==> src/rtl/q2_sequencer.sv <==
// Q2 CPU instruction sequencer with a WIDTH-bit serial ALU and memory wait-state handshake.
// Optional single-step input is enabled by defining Q2_SEQ_STEP_EN.
module q2_sequencer #(
    parameter int WIDTH = 8,
    parameter int CNT_W = 4
) (
    input  logic             clk,
    input  logic             rst_n,
    input  logic             run,
    input  logic             dep_sw,
    input  logic             mem_rdy,
    input  logic [2:0]       opcode,
    input  logic             deref,
    input  logic             dbus_msb,
    input  logic             alu_cout,
    input  logic             x_lsb,
    input  logic             f_in,
`ifdef Q2_SEQ_STEP_EN
    input  logic             step,
`endif
    output logic             mem_req,
    output logic             rdp,
    output logic             rdx,
    output logic             rdm,
    output logic             rda,
    output logic             wro,
    output logic             wra,
    output logic             wrx,
    output logic             wrp,
    output logic             wrm,
    output logic             wrf,
    output logic             incp,
    output logic [1:0]       xh_sel,
    output logic             xl_sel,
    output logic             fout,
    output logic [2:0]       state,
    output logic [CNT_W-1:0] bit_cnt
);

    typedef enum logic [2:0] {
        FETCH  = 3'd0,
        DECODE = 3'd1,
        DEREF  = 3'd2,
        LOAD   = 3'd3,
        EXEC   = 3'd4,
        ALU    = 3'd5
    } state_t;

    localparam logic [CNT_W-1:0] LAST_BIT = CNT_W'(WIDTH - 1);

    state_t           st;
    logic [CNT_W-1:0] cnt;
    logic             fetch_act;
    logic             dep_act;
    logic             dep_q;
    logic             dep_rise;
    logic             start;

    assign dep_rise = dep_sw & ~dep_q;

`ifdef Q2_SEQ_STEP_EN
    logic step_q;
    logic step_rise;
    assign step_rise = step & ~step_q;
    assign start     = run | step_rise;

    always_ff @(posedge clk or negedge rst_n) begin
        if (!rst_n) step_q <= 1'b0;
        else        step_q <= step;
    end
`else
    assign start = run;
`endif

    // fetch_act and dep_act mark an outstanding FETCH-state memory cycle; they
    // keep mem_req stable even if run or dep_sw change before mem_rdy arrives.
    always_ff @(posedge clk or negedge rst_n) begin
        if (!rst_n) begin
            st        <= FETCH;
            cnt       <= '0;
            fetch_act <= 1'b0;
            dep_act   <= 1'b0;
            dep_q     <= 1'b0;
        end else begin
            dep_q <= dep_sw;
            case (st)
                FETCH: begin
                    if (fetch_act) begin
                        if (mem_rdy) begin
                            fetch_act <= 1'b0;
                            st        <= DECODE;
                        end
                    end else if (dep_act) begin
                        if (mem_rdy) dep_act <= 1'b0;
                    end else if (start) begin
                        fetch_act <= 1'b1;
                    end else if (dep_rise) begin
                        dep_act <= 1'b1;
                    end
                end
                DECODE: begin
                    if (deref)          st <= DEREF;
                    else if (opcode[2]) st <= EXEC;
                    else                st <= LOAD;
                end
                DEREF: begin
                    if (mem_rdy) st <= opcode[2] ? EXEC : LOAD;
                end
                LOAD: begin
                    if (mem_rdy) st <= EXEC;
                end
                EXEC: begin
                    if (!opcode[2]) begin
                        cnt <= '0;
                        st  <= ALU;
                    end else if (opcode[1:0] != 2'b01 || mem_rdy) begin
                        st        <= FETCH;
                        fetch_act <= run;
                    end
                end
                ALU: begin
                    if (cnt == LAST_BIT) begin
                        cnt       <= '0;
                        st        <= FETCH;
                        fetch_act <= run;
                    end else begin
                        cnt <= cnt + CNT_W'(1);
                    end
                end
                default: st <= FETCH;
            endcase
        end
    end

    // Strobes are decoded from the registered state; memory strobes are
    // qualified by mem_rdy so they land in the completing cycle.
    always_comb begin
        mem_req = 1'b0;
        rdp     = 1'b0;
        rdx     = 1'b0;
        rdm     = 1'b0;
        rda     = 1'b0;
        wro     = 1'b0;
        wra     = 1'b0;
        wrx     = 1'b0;
        wrp     = 1'b0;
        wrm     = 1'b0;
        wrf     = 1'b0;
        incp    = 1'b0;
        xh_sel  = 2'd0;
        xl_sel  = 1'b0;
        fout    = 1'b0;
        case (st)
            FETCH: begin
                if (dep_act) begin
                    rdm     = 1'b1;
                    mem_req = 1'b1;
                    wrm     = mem_rdy;
                end else begin
                    rdp = 1'b1;
                    if (fetch_act) begin
                        mem_req = 1'b1;
                        if (mem_rdy) begin
                            wro    = 1'b1;
                            incp   = 1'b1;
                            wrx    = 1'b1;
                            xh_sel = dbus_msb ? 2'd2 : 2'd1;
                        end
                    end
                end
            end
            DEREF, LOAD: begin
                rdx     = 1'b1;
                mem_req = 1'b1;
                wrx     = mem_rdy;
            end
            EXEC: begin
                if (!opcode[2]) begin
                    wrf = 1'b1;
                    case (opcode[1:0])
                        2'b10:   fout = 1'b0;
                        2'b11:   fout = x_lsb;
                        default: fout = 1'b1;
                    endcase
                end else begin
                    case (opcode[1:0])
                        2'b01: begin
                            rda     = 1'b1;
                            mem_req = 1'b1;
                            wrm     = mem_rdy;
                        end
                        2'b10:   wrp = 1'b1;
                        2'b11:   wrp = ~f_in;
                        default: ;
                    endcase
                end
            end
            ALU: begin
                wra    = 1'b1;
                wrx    = 1'b1;
                wrf    = 1'b1;
                xh_sel = 2'd3;
                xl_sel = 1'b1;
                fout   = alu_cout;
            end
            default: ;
        endcase
    end

    assign state   = st;
    assign bit_cnt = cnt;

endmodule

==> config.mk <==
export PLATFORM = sky130hd
export DESIGN_NAME = q2_sequencer
export DESIGN_NICKNAME = d
export VERILOG_FILES = /design/src/rtl/q2_sequencer.sv
export SDC_FILE = /design/constraint.sdc
export NUM_CORES = 1
export LEC_CHECK = 0
export ABC_AREA = 1
export CORE_MARGIN = 1.5
export CORE_UTILIZATION = 25
export DETAILED_ROUTE_END_ITERATION = 10
export DONT_BUFFER_PORTS = 1
export PLACE_DENSITY = 0.44
export SYNTH_ARGS = -nofsm -noshare
export SYNTH_HDL_FRONTEND = slang
export SYNTH_SLANG_ARGS = --single-unit
==> constraint.sdc <==
create_clock -name clk -period 2.05 [get_ports clk]
set_input_delay 0.3075 -clock clk [delete_from_list [all_inputs] [get_ports clk]]
set_output_delay 0.3075 -clock clk [all_outputs]
set_load 0.03 [all_outputs]
[Yosys cells after proc, flatten, opt, wreduce, memory -nomap -nowiden]
Cells that the tools add are included.
Storage, ports and cells
  register bits: 10
  input bits: 13
  output and inout bits: 23
  word-level logic and storage cells: 96
Operators by class
  $add $sub $neg: 1
  eq/ne operators: 19
  multiplexer cells: 58
  bitwise logic cells: 4
  reduce and logical (&&, ||, !) cells: 9
Operator list (count)
  $mux W1: 32
  $mux W3: 9
  $pmux W3 S6: 1
  $ne A2 B2 Y1 const B: 8
  $pmux W1 S2: 5
  $pmux W1 S3: 3
  $mux W2: 4
  $mux W4: 2
  $pmux W4 S2: 1
  $eq A3 B2 Y1 const B: 2
  $eq A3 B3 Y1 const B: 2
  $reduce_and A6 Y1: 1
  $add A4 B1 Y4 const B: 1
  $eq A2 B2 Y1 const B: 2
  $eq A4 B3 Y1 const B: 1
  $pmux W2 S2: 1
  $reduce_and A2 Y1: 2
  $reduce_and A4 Y1: 1
  $eq A3 B1 Y1 const B: 1
  $logic_not A3 Y1: 1
  $ne A3 B3 Y1 const B: 1
  $not A1 Y1: 3
  $reduce_bool A3 Y1: 1
  $eq A2 B1 Y1 const B: 1
  5 further kinds: 5

[Logic depth before layout (Yosys ltp)]
Gate-level depths: netlist of the first run.
  word-level depth: 5
  depth in mapped cells: 9
  gate-level depth less buffers: 9

[Least setup slack after synthesis of the first run]
OpenSTA, ideal clock, no wires.
  kind: flip-flop to output port
  from: register st[0], in the netlist state[0]
  to: output xh_sel[0]
  data arrival time: 1.694 ns
  required time: 1.742 ns
  setup slack: 0.048 ns
  cell stages (with the launch flop): 7
  buffers on the path: 1
  cell sequence: dfrtp_1 > buf_6 > nor2_4 > nand2_2 > nor2_4 > nand3_2 > o21ai_1
Between the ends
  longest elaborated chain between the ends: 2
  elaborated cells on any way between the ends: 3
  classes of those cells: 1 x eq/ne; 1 x mux; 1 x reduce/logical
Ends and longest elaborated chain
  start, declared: line 51  | state_t st;
  start signal, assigned: line 107  | if (mem_rdy) st <= opcode[2] ? EXEC : LOAD;
  $eq A3 B3 Y1 or $logic_not A3 Y1 (tied branches): line 153  | case (st)
  $pmux W2 S2 (*): line 153
  end, declared: line 33  | output logic [1:0] xh_sel,
Every way passes the cells marked *; elsewhere a longest branch is shown, timed or not.

[Worst setup path in the final report of the first run]
  from: register st[1], in the netlist state[1]
  to: output wrx
Between the ends
  longest elaborated chain between the ends: 3
  elaborated cells on any way between the ends: 6
  classes of those cells: 3 x eq/ne; 1 x mux; 2 x reduce/logical
Ends and longest elaborated chain
  $eq A3 B2 Y1: line 153
  $reduce_or A2 Y1: line 153
  $pmux W1 S3 (*): line 153
  end, declared: line 28  | output logic wrx,
Marks and branches as above.

==> results.md, run 1 <==
- Outcome: finished clean
- First-pass GRT wire length: 4.029 mm
- Crit Path Class: register to output port
- FF+latch count, synth: 10
- Most frequent cell after synthesis: nand2_1
- H-tree levels: 1
- RSZ-0062 raised after global routing: false
- Sequential fraction of the synthesis area: 28.49%
- Crit path from: state[1]
- Mean Syn Cell Area: 6.971 sq um
- Cell Pwr Density: 1588 nW/um^2
- Clock skew: 0.6696 ps
- Clock tree buffer depth: 2
- Proportion of layout cells with a drive suffix above 1: 29.29%
- DR pass1 iterations: 4
- Final setup violation count: 0
- Site Rows: 21
- Worst Hold Depth: 0
- Vias per cell: 4.651
- Peak supply drop: 0.5675 mV
- DRT iter0 DRCs: 20
- Critical R2R Launch: bit_cnt[0]
- Netlist cell types: 26
- Die Ht: 62.28 um
- Number of inserted diodes: 0
- Leak pwr: 0.0005294 uW
- Clock root buffer master: clkbuf_4
- Area grow syn2layout: 18.95%
- Initial core utilization: 26.12%
- Area contributors post-synth: dfrtp_1 28%, nand2_1 13%, nand3_1 6.3%
- Minimum clock period: 1931 ps
- Post-synth top flop: dfrtp_1
- Core area: 3363 sq um
- Mapped Nets: 140
- Placement Cell Area: 980.9 sq um
- Endpoint type of the worst setup path: output port
- Design Power: 1660 uW
- CP max stage delay: 520 ps
- Synth area leader: dfrtp_1
- Initial antenna violation count: 0
- Antenna-violating nets left: 0
- Gr usage total: 12.84%
- Fin Setup TNS: 0 ps
- Wirelength per Cell: 12.31 um
- Req. time, crit path: 1740 ps
- Slowest CP cell: dfrtp_2
- DIE AREA: 3878 sq um
- Crit-path cells: clkinv_4, nor2_4, inv_2, o211ai_1, buf_4
- Syn. warnings: 0
- Max-slew violation count: 0
- PortBufs: 0
- Slew @ Worst Pin: 489.6 ps
- Clk pin slew, worst setup/hold paths: 60 ps
- Cell depth of the worst flop-to-flop path: 9
- Rel. slew slack: 67.25%
- RR Endpoint: state[0]
- GPL Wtd Cong: 0.7903
- Ys async rst share: 100.0%
- Clk sinks: 10
- TritonCTS clock tree: done
- Critical Path Sink: wrx
- Yosys top cell area share: 28.49%
- Hold Crit Class: input port to register
- Vias post-DR: 865
- Total gr overflow: 0
- Post-synthesis cell area: 878.3 sq um
- Synth top cells by count: 31 x nand2_1, 14 x inv_1, 12 x nor2_1, 11 x nand3_1, 10 x dfrtp_1
- Number of max-cap violations: 0
- Fmax: 0.5178 GHz
- Design area: 1045 sq um
- Critical path arrival: 1620 ps
- CP max FO: 5
- CTS buffer count: 3
- Nets: 156
- Drc violations: 0
- Fin cells: 186
- Skew-Pair Late Insertion Delay: 260 ps
- Routed wire length: 2.290 mm
- Post-Syn Instances: 126
- Vias in the first global route: 867
- Crit share post-route: 94.21%
- DP HPWL: 1.853 mm
- Largest net degree at the start of global routing: 11
- Internal reg-to-reg setup slack: 510 ps
- Hold Violations, Final: 0
- Number of synthesized flops with an enable pin: 0
- Top Ports: 36
- Die Span X: 62.28 um
- Setup crit start kind: register
- DP Cell Count: 179
==> cell usage in the layout (no fill, tap or decap), types with 3 or more instances in the layout <==
cell type	instances
o21ai_1	3
inv_1	13
inv_2	3
clkbuf_4	3
nor2_1	12
nor2_4	4
dfrtp_1	8
o21ai_0	7
nor2_2	3
nand3_2	4
buf_4	14
nand2_1	31
nand3_1	11
==> flip-flops by register name (all words and copies together) (netlist names) <==
signal and cells:
dep_q 1, state 3, fetch_act 1, dep_act 1
bit_cnt 4
==> critical path, delay by kind of cell (launching register included) <==
kind	cells	cell delay, ps
flops	1	520
simple gates	1	280
buf+inv	3	380
compound gates	1	180
==> metal layers <==
metal	vias to the layer above	track usage, %	wire [um]	share of wire, %
li1	437	-	-	-
met1	393	16.20	1057	46
met2	31	20.38	978	43
met3	4	4.710	220	9.6
met4	0	4.167	33	1.4
met5	-	0	0	0
==> kinds of logic after synthesis <==
group	after synthesis	share of synthesized area, %
fa+ha+maj	1	1.424
simple gates	74	45.01
xor+xnor	1	0.9973
compound gates	18	11.54
flops	10	28.49
buf+inv	22	12.53
==> power breakdown <==
| group | total, uW | switching [uW] | internal (uW) |
|---|---|---|---|
| Sequential | 505 | 225 | 280 |
| Combinational | 1020 | 676 | 344 |
| Clock | 135 | 67.0 | 67.8 |
==> cell type report <==
class	instances	area (sq um)
clock buffer	3	22.52
fill	407	2318
inverter	18	75.07
multi-input combinational	94	521.8
sequential	10	252.7
tap	46	57.56
timing repair buffer	15	115.1
==> worst min-delay path by stage <==
stage | end | slack, ps | from
floorplan | bit_cnt[0] | 10 | rst_n
finish | dep_q | 70 | dep_sw
CTS | dep_q | 70 | dep_sw
global route | dep_q | 50 | dep_sw
detailed placement | bit_cnt[0] | 10 | rst_n
global placement | dep_q | 10 | rst_n
==> metrics by stage <==
step	util [%]	hold slack [ps]	worst slack [ps]
after floorplan	-	11.91	48.10
after global placement	29.17	12.28	327.6
after detailed placement	29.17	12.21	294.5
after CTS	30.13	65.97	4.328
after global routing	31.06	51.25	4.199
final	31.06	69.57	118.7
==> repair_timing <==
item | 4_1_cts | 5_1_grt
hold buffers | 1 | 0
buffers inserted | 0 | 3
gates resized for setup | 0 | 6
hold endpoints to repair | 10 | 0
endpoints found under the setup margin | 0 | 6
Note: power is estimated with default switching activity, not from simulation.
==> run 2: changes to the inputs <==
--- a/config.mk
+++ b/config.mk
@@ -6,11 +6,11 @@
 export NUM_CORES = 1
 export LEC_CHECK = 0
 export ABC_AREA = 1
+export BUFFER_PORTS_ARGS = -buffer_cell sky130_fd_sc_hd__buf_2
 export CORE_MARGIN = 1.5
 export CORE_UTILIZATION = 25
 export DETAILED_ROUTE_END_ITERATION = 10
-export DONT_BUFFER_PORTS = 1
-export PLACE_DENSITY = 0.44
+export PLACE_DENSITY = 0.53
 export SYNTH_ARGS = -nofsm -noshare
 export SYNTH_HDL_FRONTEND = slang
 export SYNTH_SLANG_ARGS = --single-unit
==> constraint.sdc (replaced) <==
create_clock -name clk -period 2 [get_ports clk]
set_input_delay 0.3 -clock clk [delete_from_list [all_inputs] [get_ports clk]]
set_output_delay 0.3 -clock clk [all_outputs]
set_load 0.03 [all_outputs]
==> results.md, run 2 (synthesized netlist as in run 1, its figures left out) <==
- Total gr overflow: 0
- Skew-Pair Late Insertion Delay: 260 ps
- Final setup violation count: 0
- GPL Wtd Cong: 0.7820
- Cell depth of the worst flop-to-flop path: 7
- Setup crit start kind: register
- First-pass GRT wire length: 4.098 mm
- Hold Violations, Final: 0
- Hold worst-path end: dep_q
- Slew @ Worst Pin: 236.6 ps
- RSZ-0062 raised after global routing: false
- Routed wire length: 2.386 mm
- Leak pwr: 0.0006506 uW
- Minimum clock period: 1874 ps
- Number of max-cap violations: 0
- Site Rows: 21
- Critical R2R Launch: state[2]
- DRT iter0 DRCs: 31
- RR Endpoint: state[0]
- Vias per cell: 4.594
- DP HPWL: 1.918 mm
- Slowest CP cell: dfrtp_2
- Critical path arrival: 1570 ps
- Number of inserted diodes: 0
- Top Ports: 36
- Family with the most delay on the worst path: simple AND/OR/NAND/NOR gates
- CP max stage delay: 460 ps
- Rel. slew slack: 84.09%
- Clock root buffer master: clkbuf_4
- Proportion of layout cells with a drive suffix above 1: 39.16%
- Beginning of the worst hold path: dep_sw
- Worst Hold Depth: 1
- Vias post-DR: 974
- Hold slack final: 156.7 ps
- Clock tree buffer depth: 2
- Initial core utilization: 26.12%
- Nets: 181
- Antenna-violating nets left: 0
- Fin worst setup slack: 126.3 ps
- Crit share post-route: 93.69%
- CP bufs+invs: 2
- Crit Path Class: register to output port
- Internal reg-to-reg setup slack: 650 ps
- DR pass1 iterations: 5
- Req. time, crit path: 1700 ps
- Outcome: finished clean
- Largest net degree at the start of global routing: 11
- Max-slew violation count: 0
- CTS buffer count: 3
- CP max FO: 5
- Most common cell after layout, fill and taps aside: buf_2
- Clk sinks: 10
- Area grow syn2layout: 31.20%
- Max reg flops: 4
- Die Ht: 62.28 um
- Peak supply drop: 0.7274 mV
- Crit-path cells: nor2_4, nand2_2, nor2_4, nand3_2, inv_2, nand2_1, nand2_1, buf_2
- DIE AREA: 3878 sq um
- Hold Crit Class: input port to register
- Clk pin slew, worst setup/hold paths: 70 ps
- Post-Route Utilization: 34.26%
- Clock skew: 1.005 ps
- Fin Setup TNS: 0 ps
- Drc violations: 0
- Die Span X: 62.28 um
- H-tree levels: 1
- PortBufs: 35
- Endpoint type of the worst setup path: output port
- Place WS: 297.1 ps
- Vias in the first global route: 888
- Gr usage total: 12.99%
- Most frequent cells in the layout: 35 x buf_2, 31 x nand2_1, 14 x inv_1
- Initial antenna violation count: 0
- Core area: 3363 sq um
- Cell Pwr Density: 1584 nW/um^2
- Fmax: 0.5337 GHz
- TritonCTS clock tree: done
- Wirelength per Cell: 11.25 um
==> run 2: area by class of cell <==
cell class | instances | area (sq um)
clock buffer | 4 | 36.28
fill | 407 | 2211
inverter | 18 | 72.57
multi-input combinational | 94 | 518.0
sequential | 10 | 252.7
tap | 46 | 57.56
timing repair buffer | 40 | 215.2
==> run 2: through the flow <==
step	total power [uW]	cell area (sq um)	std cells
3_5_place_dp	1599	1081	204
6_report	1825	1152	212
3_3_place_gp	1582	1081	204
4_1_cts	1793	1129	209
2_1_floorplan	1336	878.3	126
5_1_grt	1995	1152	212
==> run 2: metal layers <==
metal / vias to the layer above / part of all wire, % / track usage, % / routed length (um)
met1: 437 / 46 / 16.87 / 1092
met3: 4 / 7.2 / 1.630 / 171
met5: - / 0 / 0 / 0
li1: 488 / - / - / -
met4: 0 / 1.7 / 5.833 / 40
met2: 45 / 45 / 21.60 / 1082
==> run 2: power by group <==
part           switching, uW  internal, uW
clock network           70.3           110
logic                    825           400
registers                131           289
==> run 2: worst max path at each step <==
| stage | startpoint | endpoint | slack [ps] | depth (start not counted) |
|---|---|---|---|---|
| CTS | state[2] | wrm | 50 | 5 |
| global placement | state[0] | xh_sel[1] | 370 | 8 |
| finish | state[0] | xh_sel[1] | 130 | 8 |
| detailed placement | state[0] | xh_sel[1] | 300 | 8 |
| global route | state[0] | xh_sel[1] | 0.1 | 8 |
| floorplan | state[0] | xh_sel[0] | 6 | 6 |
==> run 2: what timing repair did <==
action                                  4_1_cts  5_1_grt
gates resized for setup                       1        1
endpoints found under the setup margin        1        4
gates cloned                                  0        0
pin swaps                                     0        1
hold buffers                                  1        0
setup buffers                                 0        3
endpoints found under the hold margin        10        0
